--- config.mk ---
export PLATFORM = sky130hd
export DESIGN_NAME = uart_reg_bank
export DESIGN_NICKNAME = d
export VERILOG_FILES = /design/src/rtl/uart_reg_bank.sv
export SDC_FILE = /design/constraint.sdc
export NUM_CORES = 1
export LEC_CHECK = 0
export CAP_MARGIN = 10
export CORE_UTILIZATION = 33
export CTS_BUF_LIST = sky130_fd_sc_hd__clkbuf_4
export DETAILED_ROUTE_END_ITERATION = 6
export PLACE_DENSITY_LB_ADDON = 0.08
export SETUP_SLACK_MARGIN = 0.2
export SLEW_MARGIN = 10
export SYNTH_ARGS = -nofsm -noshare
export SYNTH_HDL_FRONTEND = slang
export SYNTH_SLANG_ARGS = --single-unit
--- constraint.sdc ---
create_clock -name clock -period 2.1 [get_ports clock]
set_clock_uncertainty 0.05 [all_clocks]
set_input_delay 0.42 -clock clock [delete_from_list [all_inputs] [get_ports clock]]
set_output_delay 0.42 -clock clock [all_outputs]
set_load 0.05 [all_outputs]
--- src/rtl/uart_reg_bank.sv ---
// uart_reg_bank: UART byte-stream command decoder driving a bank of NUM_CH registers
// clock/reset_n: rising-edge clock, async active-low reset
// rx_data/rx_valid: received byte strobe; bit7 op (1 = read), bits[6:0] channel
// tx_data/tx_send/tx_busy: read-response bytes, MSB first, paced by tx_busy
// vals: flattened register contents; upd_valid/upd_ch: write-commit pulse
// err/err_code: error pulse; 1 bad channel, 2 timeout, 3 read dropped (tx busy)
module uart_reg_bank #(
  parameter int NUM_CH = 4,
  parameter int VAL_BYTES = 2,
  parameter int TIMEOUT_CYCLES = 100_000
) (
  input  logic                          clock,
  input  logic                          reset_n,
  input  logic [7:0]                    rx_data,
  input  logic                          rx_valid,
  output logic [7:0]                    tx_data,
  output logic                          tx_send,
  input  logic                          tx_busy,
  output logic [NUM_CH*VAL_BYTES*8-1:0] vals,
  output logic                          upd_valid,
  output logic [6:0]                    upd_ch,
  output logic                          err,
  output logic [1:0]                    err_code
);
  localparam int W = VAL_BYTES*8;
  localparam int CW = NUM_CH > 1 ? $clog2(NUM_CH) : 1;
  localparam int TW = $clog2(TIMEOUT_CYCLES+1);
  localparam logic [7:0] NCH = 8'(NUM_CH);
  localparam logic [2:0] LAST = 3'(VAL_BYTES-1);
  localparam logic [TW-1:0] TLAST = TW'(TIMEOUT_CYCLES-1);
  typedef enum logic [1:0] {R_IDLE, R_DATA, R_DISCARD} r_t;
  typedef enum logic [1:0] {T_IDLE, T_SEND, T_HOLD, T_WAIT} t_t;
  r_t rs;
  t_t ts;
  logic [W-1:0] regs [NUM_CH];
  logic [W-1:0] sh, snap, sh_n;
  logic [CW-1:0] ch;
  logic [2:0] cnt, tidx;
  logic [TW-1:0] tcnt;
  logic ok;
  assign sh_n = W'({sh, rx_data});
  assign ok = {1'b0, rx_data[6:0]} < NCH;
  for (genvar k = 0; k < NUM_CH; k++) begin : g_vals
    assign vals[k*W +: W] = regs[k];
  end
  always_ff @(posedge clock or negedge reset_n) begin
    if (!reset_n) begin
      rs <= R_IDLE;
      ts <= T_IDLE;
      for (int i = 0; i < NUM_CH; i++) regs[i] <= '0;
      sh <= '0;
      snap <= '0;
      ch <= '0;
      cnt <= '0;
      tidx <= '0;
      tcnt <= '0;
      tx_data <= '0;
      tx_send <= 1'b0;
      upd_valid <= 1'b0;
      upd_ch <= '0;
      err <= 1'b0;
      err_code <= '0;
    end else begin
      tx_send <= 1'b0;
      upd_valid <= 1'b0;
      err <= 1'b0;
      if (rs == R_IDLE) begin
        if (rx_valid) begin
          tcnt <= '0;
          cnt <= '0;
          ch <= rx_data[CW-1:0];
          if (!ok) begin
            err <= 1'b1;
            err_code <= 2'd1;
            if (!rx_data[7]) rs <= R_DISCARD;
          end else if (!rx_data[7]) rs <= R_DATA;
          else if (ts != T_IDLE) begin
            err <= 1'b1;
            err_code <= 2'd3;
          end else begin
            snap <= regs[rx_data[CW-1:0]];
            tidx <= '0;
            ts <= T_SEND;
          end
        end
      end else if (rx_valid) begin
        tcnt <= '0;
        cnt <= cnt + 3'd1;
        sh <= sh_n;
        if (cnt == LAST) begin
          rs <= R_IDLE;
          if (rs == R_DATA) begin
            regs[ch] <= sh_n;
            upd_valid <= 1'b1;
            upd_ch <= 7'(ch);
          end
        end
      end else if (tcnt == TLAST) begin
        rs <= R_IDLE;
        err <= 1'b1;
        err_code <= 2'd2;
      end else tcnt <= tcnt + 1'b1;
      case (ts)
        T_SEND: if (!tx_busy) begin
          tx_data <= snap[W-1 -: 8];
          snap <= snap << 8;
          tx_send <= 1'b1;
          ts <= T_HOLD;
        end
        T_HOLD: ts <= T_WAIT;
        T_WAIT: if (!tx_busy) begin
          tidx <= tidx + 3'd1;
          ts <= tidx == LAST ? T_IDLE : T_SEND;
        end
        default: ;
      endcase
    end
  end
endmodule

======== Word-level counts from Yosys, hierarchy flattened ========
Index checks and enable logic that the tools add are counted.
storage, ports and cells
  logic and storage cells ................. 118
  flip-flop bits (word level) ............. 132
cells by class
  reductions and logical operators ........ 11
  equal/unequal tests ..................... 14
  add/sub/neg operators ................... 3
  magnitude comparators ................... 4
  bitwise logic cells ..................... 4
  multiplexer cells ....................... 64
operator list
  cell                   count
  $mux 16                10
  $mux 17                4
  $bwmux 64              1
  $mux 2                 22
  $bmux 16 s2            1
  $demux 16 s2           1
  $mux 3                 10
  $add 17x1->17 const B  1
  $eq 17x17->1 const B   1
  $mux 1                 14
  $reduce_and 2->1       4
  $reduce_and 4->1       2
  $lt 7x3->1 const B     1
  $add 3x1->3 const B    2
  $eq 3x1->1 const B     2
  $ge 3x3->1 const B     2
  $ne 2x2->1 const B     3
  $not 2->3              2
  $pmux 2 s3             1
  $reduce_and 5->1       1
  $eq 2x1->1 const B     2
  $eq 2x2->1 const B     2
  $reduce_bool 2->1      2
  $lt 3x1->1 const B     1
  7 further kinds        8

======== Longest topological paths before layout ========
Gate-level depths: netlist of run 1.
  depth in word-level cells ............... 11
  depth in mapped cells ................... 7

======== Worst setup path after synthesis of run 1 ========
No wires, ideal clock.
  path type ............................... input-to-reg
  from .................................... in rx_data[5]
  to ...................................... reg snap[15]
  setup slack ............................. 0.186 ns
  arrival ................................. 1.742 ns
  setup time .............................. 0.122 ns
  required time ........................... 1.928 ns
  cell stages on the path ................. 5
  cell sequence ........................... or4_4 -> nor4_4 -> buf_6 -> mux2i_1 -> o21ai_2
on the way
  word-level cells in the longest chain between the ends .. 6
ends and longest elaborated chain
  what                  RTL line  source
  from (decl)           14        input logic [7:0] rx_data,
  $lt 7x3->1 *          42        assign ok = {1'b0, rx_data[6:0]} < NCH;
  $mux 16 *             72        if (!ok) begin
  $mux 16 *             68        if (rx_valid) begin
  $mux 16 *             67        if (rs == R_IDLE) begin
  $mux 16               104       T_SEND: if (!tx_busy) begin
  $mux 16 *             103       case (ts)
  to (signal assigned)  81        snap <= regs[rx_data[CW-1:0]];
  to (signal assigned)  106       snap <= snap << 8;
  to (decl)             36        logic [W-1:0] sh, snap, sh_n;
Every way passes the cells marked *; elsewhere a longest branch is shown, timed or not.
A chain may end at the register's enable or synchronous reset.

======== Worst setup path after layout of run 1 ========
  from .................................... reg cnt[1]
  to ...................................... reg regs (netlist bit vals[5])
on the way
  word-level cells in the longest chain between the ends .. 2
ends and longest elaborated chain
  what                               RTL line  source
  from (decl)                        38        logic [2:0] cnt, tidx;
  from (signal assigned)             88        cnt <= cnt + 3'd1;
  $eq 3x1->1                         90        if (cnt == LAST) begin
  $reduce_and 4->1 (no source line)  --
  to (signal, indexed assignment)    93        regs[ch] <= sh_n;
  to (decl)                          35        logic [W-1:0] regs [NUM_CH];
No other way between the ends.

==> results of run 1 <==
layer usage:
metal	vias up	GRT usage [%]	wire (um)
li1	1856	-	-
met4	0	6.85	288
met5	-	0	0
met1	2083	24.1	7410
met2	88	27.4	7570
met3	20	3.84	563
repair_timing:
item | 4_1_cts | 5_1_grt
resized for setup | 200 | 28
cloned | 1 | 2
setup buffers | 4 | 5
endpoints found under the hold margin | 58 | 0
pin swaps | 2 | 2
setup endpoints to repair | 94 | 87
hold buffers | 1 | 0
power by group:
group / internal, mW / switching [mW] / total, mW / leakage [nW]
clock network: 0.607 / 0.965 / 1.57 / 0.138
registers: 2.87 / 0.331 / 3.20 / 1.79
logic: 0.799 / 1.13 / 1.93 / 1.60
layout make-up:
type                    instances  share of cell area, %
clock buffers                  19                   1.81
repair buffers                135                   18.5
inverters                       5                  0.238
multi-input cells             276                   32.6
well taps                     225                   3.57
diodes                          1                 0.0317
clock inverters                12                   1.38
flip-flops and latches        132                   41.9
state kept, by name, summed over array words and instances (netlist names), 2 cells and up:
name / cells
rs: 2
tcnt: 17
vals: 64
snap: 16
tidx: 3
err_code: 2
ts: 2
ch: 2
tx_data: 8
sh: 8
cnt: 3
upd_ch: 2
kinds of logic (layout without fill, tap and decap cells):
| logic type | after synthesis | after routing | synth area share (%) |
|---|---|---|---|
| buffers and inverters | 34 | 171 | 3.04 |
| XOR/XNOR | 6 | 6 | 0.885 |
| adder cells (fa/ha/maj) | 5 | 5 | 1.05 |
| flip-flops | 132 | 132 | 55.6 |
| AND/OR/NAND/NOR | 95 | 95 | 9.38 |
| AO/OA/AOI/OAI | 46 | 46 | 4.68 |
| multiplexers | 119 | 119 | 25.3 |
| other | 1 | 6 | 0.0632 |
critical path: cells and delay by family, from the launching register on:
family | cells | cell delay, ps
adders and majority gates | 1 | 130
buffers and inverters | 4 | 610
DFF | 1 | 400
muxes | 1 | 340
and+or+nand+nor | 2 | 270
path summary, 6_finish.rpt:
kind	start	to	slack [ps]
worst max register to register	cnt[1]$_DFFE_PN0P_	vals[5]$_DFFE_PN0P_	190
max in group asynchronous	reset_n	vals[6]$_DFFE_PN0P_	1140
min in group clock	rx_data[5]	vals[37]$_DFFE_PN0P_	260
worst min register to register	snap[7]$_DFF_PN0_	snap[15]$_DFF_PN0_	440
worst min-delay path	reset_n	vals[50]$_DFFE_PN0P_	260
worst max-delay path	cnt[1]$_DFFE_PN0P_	vals[5]$_DFFE_PN0P_	190
synth_stat cells (all sizes together), types with 3 or more instances:
cell and number:
buf 16, mux2 86, nor2 22, or3 5, a21oi 10, dfrtp 132
nand3 10, nor4 4, o31ai 3, nand3b 6, or4 5, nand2b 3
clkbuf 13, mux4 16, mux2i 17, o22ai 5, xnor2 5, o21ai 21
nand2 22, ha 5, inv 5
metrics by stage:
| stage | utilization [%] | setup TNS (ps) | setup slack, ps | cell area [um2] |
|---|---|---|---|---|
| global route | 45.3 | 0 | 133 | 7890 |
| detailed placement | 41.9 | -14710 | -472 | 7300 |
| CTS | 44.3 | 0 | 177 | 7720 |
| floorplan | - | 0 | 186 | 5950 |
| finish | 45.3 | 0 | 190 | 7890 |
| global placement | 41.9 | -13250 | -437 | 7300 |
==> qor.yml, run 1 <==
run_status:
  outcome: "completed"
clock_tree:
  clock-root-buffer: "clkbuf_4"
  cts_buffer_depth: 2
  clk_latency_ps: 530
  cts.sinks: 132
  cts_tree: "yes"
  numCtsBuffers: 17
  htreeDepth: 4
  clkSlewWorstSetupHoldPaths_ps: 120
route:
  drc: 0
  antenna_left: 0
  vias: 4047
  first_iter_violations: 153
  routedWlPerCell_um: 19.7
  detail_route.first_pass.iterations: 4
  post_drt_via_cell_ratio: 5.03
  wl_mm: 15.8
die:
  rows: 48
  start_util_pct: 34.1
  die_y_um: 136
  die_w_um: 136
  core-area_um2: 17400
  pin_count: 96
  die-area_um2: 18500
timing:
  finalHoldViolations: 0
  rsz0062_at_grt: "true"
  setup_viol: 0
  max_freq_mhz: 524
  drv_slew: 0
  fin_worst_hold_slack_ps: 255
  layout_min_cycle_time_ps: 1910
  fin_crit_sh_pct: 90.9
yosys:
  yosys.cell_types.count: 51
  ys_async_sr_fraction_pct: 100
  ys_seq_area_share_pct: 55.6
  syn_area_um2: 5940
  syn_inst: 438
  avgSynthCellArea_um2: 13.6
  synth-seq-cells: 132
  synth_edf_count: 0
  yosys-top-cells-area: "dfrtp_1 56%, mux2_2 16%, mux4_2 6.1%, mux2i_1 2.9%, nand2_1 1.4%"
  ys.flop_type: "dfrtp_1"
  yosysWarnings: 0
  synth_top_area_cell: "dfrtp_1"
  synth_top_area_share_pct: 55.6
power_and_ir_drop:
  finalPower_mw: 6.70
  powerDensity_nw_per_um2: 849
  ir_worst_vdd_mv: 0.343
  leakagePower_nw: 3.53
worst_setup_path:
  slowest_stage: "dfrtp_1"
  critPathMaxStageDelay_ps: 400
  critPathKind: "flop to flop"
  reg2reg_depth: 8
  arrival_ps: 2270
  required_ps: 2460
  cp_common_cell: "buf_4"
  start_kind: "flop"
  cp_cell_sequence: "inv_2 -> ha_4 -> nand4b_1 -> buf_4 -> nor4_4 -> buf_4 -> buf_12 -> mux2_2"
  path_max_fanout: 8
  critPathCaptureType: "flop"
final_layout:
  nFillCells: 1593
  final_cell_mix: "129 x dfrtp_1, 71 x mux2_2, 63 x clkdlybuf4s15_2"
  multi_input_area_um2: 2570
  nNetsFinal: 584
  areaGrowthSynthToFinish_pct: 32.9
  drive_gt1_share_pct: 48.7
  regArea_um2: 3310
  mostFrequentLayoutCell: "dfrtp_1"
  final_cells: 805
global_route:
  grt_usage_pct: 17.7
  grt_max_degree: 42
  grt_pass1_vias: 4044
  antenna_found_initial: 1
  grt_remaining_overflow: 0
  grt_pass1_wl_mm: 23.7
place:
  port_buffers: 90
  placedCellCount: 760
  finalWeightedCongestion: 0.770
  place_hpwl_mm: 10.4
job:
  cap_violations: 0
hold_path:
  hold_class: "input port to asynchronous set/reset pin"
No activity file was read; power rests on OpenSTA's default activity.
==> run 2, diff against run 1 <==
CAP_MARGIN = not set   (was 10)
SKIP_CTS_REPAIR_TIMING = 1   (was not set)
==> run 2 against run 1 <==
  * Fmax is 0.30% lower
  * Critical path type is now input port to flop
  * Clock power is essentially flat
  * Largest power group unchanged
  * Setup slack got worse by 5.8 ps
  * Sequential cell count is the same
  * Power down 0.61%
  * First-iteration DRC count decreased by 13%
  * Worst hold slack lost 4.2 ps
  * Non-clock buffer count shrank 3
  * Global-route usage decreased by 0.17 points
  * Critical path depth fell by 1
  * Register-to-register slack barely moved
==> qor.yml, run 2 (synthesized netlist as in run 1, its figures left out) <==
run_status:
  outcome: "completed"
timing:
  tightest_slew_ps: 513
  fin_ws_ps: 185
  drv_slew: 0
  layout_min_cycle_time_ps: 1920
  fin_worst_hold_slack_ps: 251
  finalHoldViolations: 0
  setup_viol: 0
  slew_headroom_pct: 65.8
  max_freq_mhz: 522
  fin_crit_sh_pct: 91.2
  rsz0062_at_grt: "true"
power_and_ir_drop:
  powerDensity_nw_per_um2: 874
  ir_worst_vdd_mv: 0.340
  leakagePower_nw: 3.91
  finalPower_mw: 6.66
hold_path:
  hp-start: "rx_data[5]"
  hold_depth: 2
  hold_class: "input port to flop"
  whs_endpoint: "vals[37]$_DFFE_PN0P_"
route:
  routedWlPerCell_um: 19.7
  first_iter_violations: 133
  drc: 0
  vias: 4038
  wl_mm: 15.8
  antenna_left: 0
  detail_route.first_pass.iterations: 4
  post_drt_via_cell_ratio: 5.03
die:
  die-area_um2: 18500
  die_w_um: 136
  pin_count: 96
  start_util_pct: 34.1
  core-area_um2: 17400
  die_y_um: 136
  rows: 48
clock_tree:
  cts.sinks: 132
  clkSlewWorstSetupHoldPaths_ps: 120
  numCtsBuffers: 17
  cts_buffer_depth: 2
  cts_tree: "yes"
  clock-root-buffer: "clkbuf_4"
  htreeDepth: 4
  clk_latency_ps: 540
final_layout:
  largest_reg_flops: 64
  utilization_pct: 43.8
  final_cell_mix: "128 x dfrtp_1, 71 x mux2_2, 44 x buf_4"
  drive_gt1_share_pct: 44.8
  mostFrequentLayoutCell: "dfrtp_1"
  post-route-cell-area_um2: 7620
  nNetsFinal: 581
  areaGrowthSynthToFinish_pct: 28.4
global_route:
  grt_pass1_wl_mm: 23.6
  grt_pass1_vias: 4027
  grt_usage_pct: 17.5
  antenna_found_initial: 1
  grt_remaining_overflow: 0
  grt_max_degree: 42
worst_setup_path:
  critPathCaptureType: "flop"
  start_kind: "input port"
  critPathKind: "input port to flop"
  arrival_ps: 2300
  path_max_fanout: 10
  regToRegStartpoint: "cnt[1]$_DFFE_PN0P_"
  reg2reg_depth: 8
  r2r_slack_ps: 200
  required_ps: 2490
  rr_endpoint: "vals[5]$_DFFE_PN0P_"
place:
  dpl-instance-area_um2: 7300
  place_hpwl_mm: 10.4
  finalWeightedCongestion: 0.770
  post-place-ws_ps: -472
  port_buffers: 90
job:
  cap_violations: 0
run 2: cell types whose count changed in the layout (fill, tap and decap cells not counted), sizes merged:
cell	before	now
clkbuf	24	64
dlymetal6s2s	2	24
clkdlybuf4s15	63	0
buf	56	54
run 2: metrics by stage:
stage	setup TNS [ps]	std cells
final	0	802
after floorplan	0	442
after global placement	-13250	760
after CTS	-11170	791
after global routing	0	802
after detailed placement	-14710	760
run 2: worst max-delay path by stage:
stage	start	end	slack, ps	cells past startpoint
final	rx_data[3]	snap[8]$_DFF_PN0_	180	7
after global routing	cnt[1]$_DFFE_PN0P_	vals[5]$_DFFE_PN0P_	130	8
after CTS	vals[28]$_DFFE_PN0P_	vals[28]	-220	1
after detailed placement	rx_data[5]	snap[8]$_DFF_PN0_	-470	6
after global placement	rx_data[5]	snap[8]$_DFF_PN0_	-440	6
after floorplan	rx_data[5]	snap[15]$_DFF_PN0_	190	5
run 2: power by group:
| part | total [mW] | switching [mW] | internal, mW |
|---|---|---|---|
| registers | 3.22 | 0.345 | 2.87 |
| logic | 1.86 | 1.11 | 0.749 |
| clock network | 1.58 | 0.971 | 0.608 |
| total | 6.66 | 2.43 | 4.23 |
run 2: layer usage:
metal	track usage [%]	up-vias	part of all wire [%]
li1	-	1856	-
met3	3.84	18	3.3
met2	27.2	79	48
met1	23.7	2085	47
met5	0	-	0
met4	6.85	0	1.8
run 2: critical path: stages:
cell and delay, ps:
clkdlybuf4s50_1 470, or4_4 530, nor4_4 260, buf_4 180, buf_12 150, mux2i_1 220, o21ai_2 60
run 2: final cells by class:
cell class,count,area (um2)
Clock buffer,19,143
Sequential cell,132,3310
Multi-Input combinational cell,276,2570
Inverter,5,18.8
Clock inverter,12,109
Antenna cell,1,2.50
Tap cell,225,282
Timing Repair Buffer,132,1190
Fill cell,1641,9800
==> run 3, diff against run 2 <==
ABC_CLOCK_PERIOD_IN_PS = 2100   (was not set)
PLACE_DENSITY_LB_ADDON = not set   (was 0.08)
SKIP_LAST_GASP = 1   (was not set)
==> run 3 against run 2 <==
  * Core utilization grew 0.22 points
  * Sequential cell count is the same
  * Clock power grew 18%
  * Fmax grew 0.66%
  * Register-to-register slack is essentially flat
  * Cell count grew 0.12%
  * Setup slack gained 13 ps
  * Combinational power is essentially flat
  * First-iteration DRC count grew 2.3%
  * Critical path depth is the same
==> qor.yml, run 3 (synthesized netlist as in run 1, its figures left out) <==
final_layout:
  diodes: 0
  areaGrowthSynthToFinish_pct: 29.0
  largest_reg_flops: 64
  final_cell_mix: "130 x dfrtp_1, 80 x mux2_2, 57 x buf_4"
  nNetsFinal: 582
  drive_gt1_share_pct: 45.3
  mostFrequentLayoutCell: "dfrtp_1"
clock_tree:
  cts_buffer_depth: 2
  clk_latency_ps: 530
  htreeDepth: 4
  clkSlewWorstSetupHoldPaths_ps: 110
  numCtsBuffers: 17
  clock-root-buffer: "clkbuf_4"
  cts_tree: "yes"
  cts.sinks: 132
route:
  detail_route.first_pass.iterations: 4
  antenna_left: 0
  vias: 4023
  routedWlPerCell_um: 18.9
  first_iter_violations: 136
  wl_mm: 15.2
  drc: 0
  post_drt_via_cell_ratio: 5.01
global_route:
  grt_usage_pct: 17.3
  grt_pass1_vias: 4178
  antenna_found_initial: 0
  grt_remaining_overflow: 0
  grt_pass1_wl_mm: 23.6
  grt_max_degree: 51
worst_setup_path:
  slowest_stage: "dfrtp_1"
  cp_cell_sequence: "ha_4 -> nand4b_1 -> buf_4 -> nor4_4 -> buf_4 -> clkbuf_16 -> mux2_2"
  required_ps: 2480
  critPathCaptureType: "flop"
  regToRegStartpoint: "cnt[0]$_DFFE_PN0P_"
  r2r_slack_ps: 200
  startpoint: "cnt[0]$_DFFE_PN0P_"
  critPathMaxStageDelay_ps: 450
  arrival_ps: 2280
  start_kind: "flop"
  critPathKind: "flop to flop"
  path_max_fanout: 8
  cp_common_cell: "buf_4"
power_and_ir_drop:
  p_int_mw: 4.55
  p_switching_mw: 2.37
  powerDensity_nw_per_um2: 904
  p_seq_share_pct: 46.3
  power_switching_share_pct: 34.2
  pwr-share-clk_pct: 26.8
  share_comb_of_total_power_pct: 26.9
  leakagePower_nw: 3.91
  ir_worst_vdd_mv: 0.587
job:
  cap_violations: 0
die:
  pin_count: 96
  die_w_um: 136
  rows: 48
  start_util_pct: 34.1
  core-area_um2: 17400
  die-area_um2: 18500
  die_y_um: 136
timing:
  rsz0062_at_grt: "true"
  max_freq_mhz: 526
  fin_worst_hold_slack_ps: 305
  setup_viol: 0
  finalHoldViolations: 0
  layout_min_cycle_time_ps: 1900
  drv_slew: 0
  tightest_slew_ps: 524
  slew_headroom_pct: 65.0
  fin_ws_ps: 197
  fin_crit_sh_pct: 90.6
hold_path:
  hold_class: "input port to asynchronous set/reset pin"
place:
  post-place-ws_ps: -529
  place_hpwl_mm: 10.4
  finalWeightedCongestion: 0.779
  port_buffers: 90
run_status:
  outcome: "completed"
==> run 3: final timing paths <==
path                                        end  cells past startpoint
hold reg to reg              snap[12]$_DFF_PN0_                      2
setup / recovery            vals[4]$_DFFE_PN0P_                      7
max in group asynchronous  vals[61]$_DFFE_PN0P_                      3
setup reg to reg            vals[4]$_DFFE_PN0P_                      7
min in group clock         vals[22]$_DFFE_PN0P_                      3
hold / removal             vals[40]$_DFFE_PN0P_                      2
==> run 3: metal layers <==
| metal | vias up | track usage, % | part of all wire (%) |
|---|---|---|---|
| li1 | 1853 | - | - |
| met1 | 2088 | 22.0 | 43 |
| met2 | 75 | 29.2 | 52 |
| met3 | 7 | 4.36 | 3.8 |
| met4 | 0 | 4.63 | 0.74 |
| met5 | - | 0 | 0 |
==> run 3: power groups by stage <==
stage,Clock (mW),Sequential (mW),Combinational [mW]
3_5_place_dp,0,3.25,1.90
6_report,1.86,3.21,1.86
4_1_cts,1.91,3.19,1.90
5_1_grt,2.05,3.26,1.98
2_1_floorplan,0,3.64,0.735
3_3_place_gp,0,3.22,1.86
==> run 3: critical path: cells and delay by family, from the launching register on <==
family,cells,cell delay [ps]
adders and majority gates,1,160
buffers and inverters,3,540
DFF,1,450
muxes,1,340
and+or+nand+nor,2,260
==> run 3: final cells by class <==
type / instances / area, um2
fillers: 1625 / 9760
multi-input cells: 276 / 2550
inverters: 5 / 18.8
flip-flops and latches: 132 / 3310
well taps: 225 / 282
clock inverters: 13 / 164
clock buffers: 19 / 143
repair buffers: 133 / 1190
==> run 3: through the flow <==
stage	util, %	std cells	instance area (um2)	power (mW)	setup TNS (ps)
3_3_place_gp	41.9	764	7300	5.08	-13880
6_report	44.0	803	7660	6.93	0
5_1_grt	44.0	803	7660	7.29	0
4_1_cts	43.7	796	7610	7.01	-8200
3_5_place_dp	41.9	764	7300	5.14	-16680
2_1_floorplan	-	442	5950	4.37	0
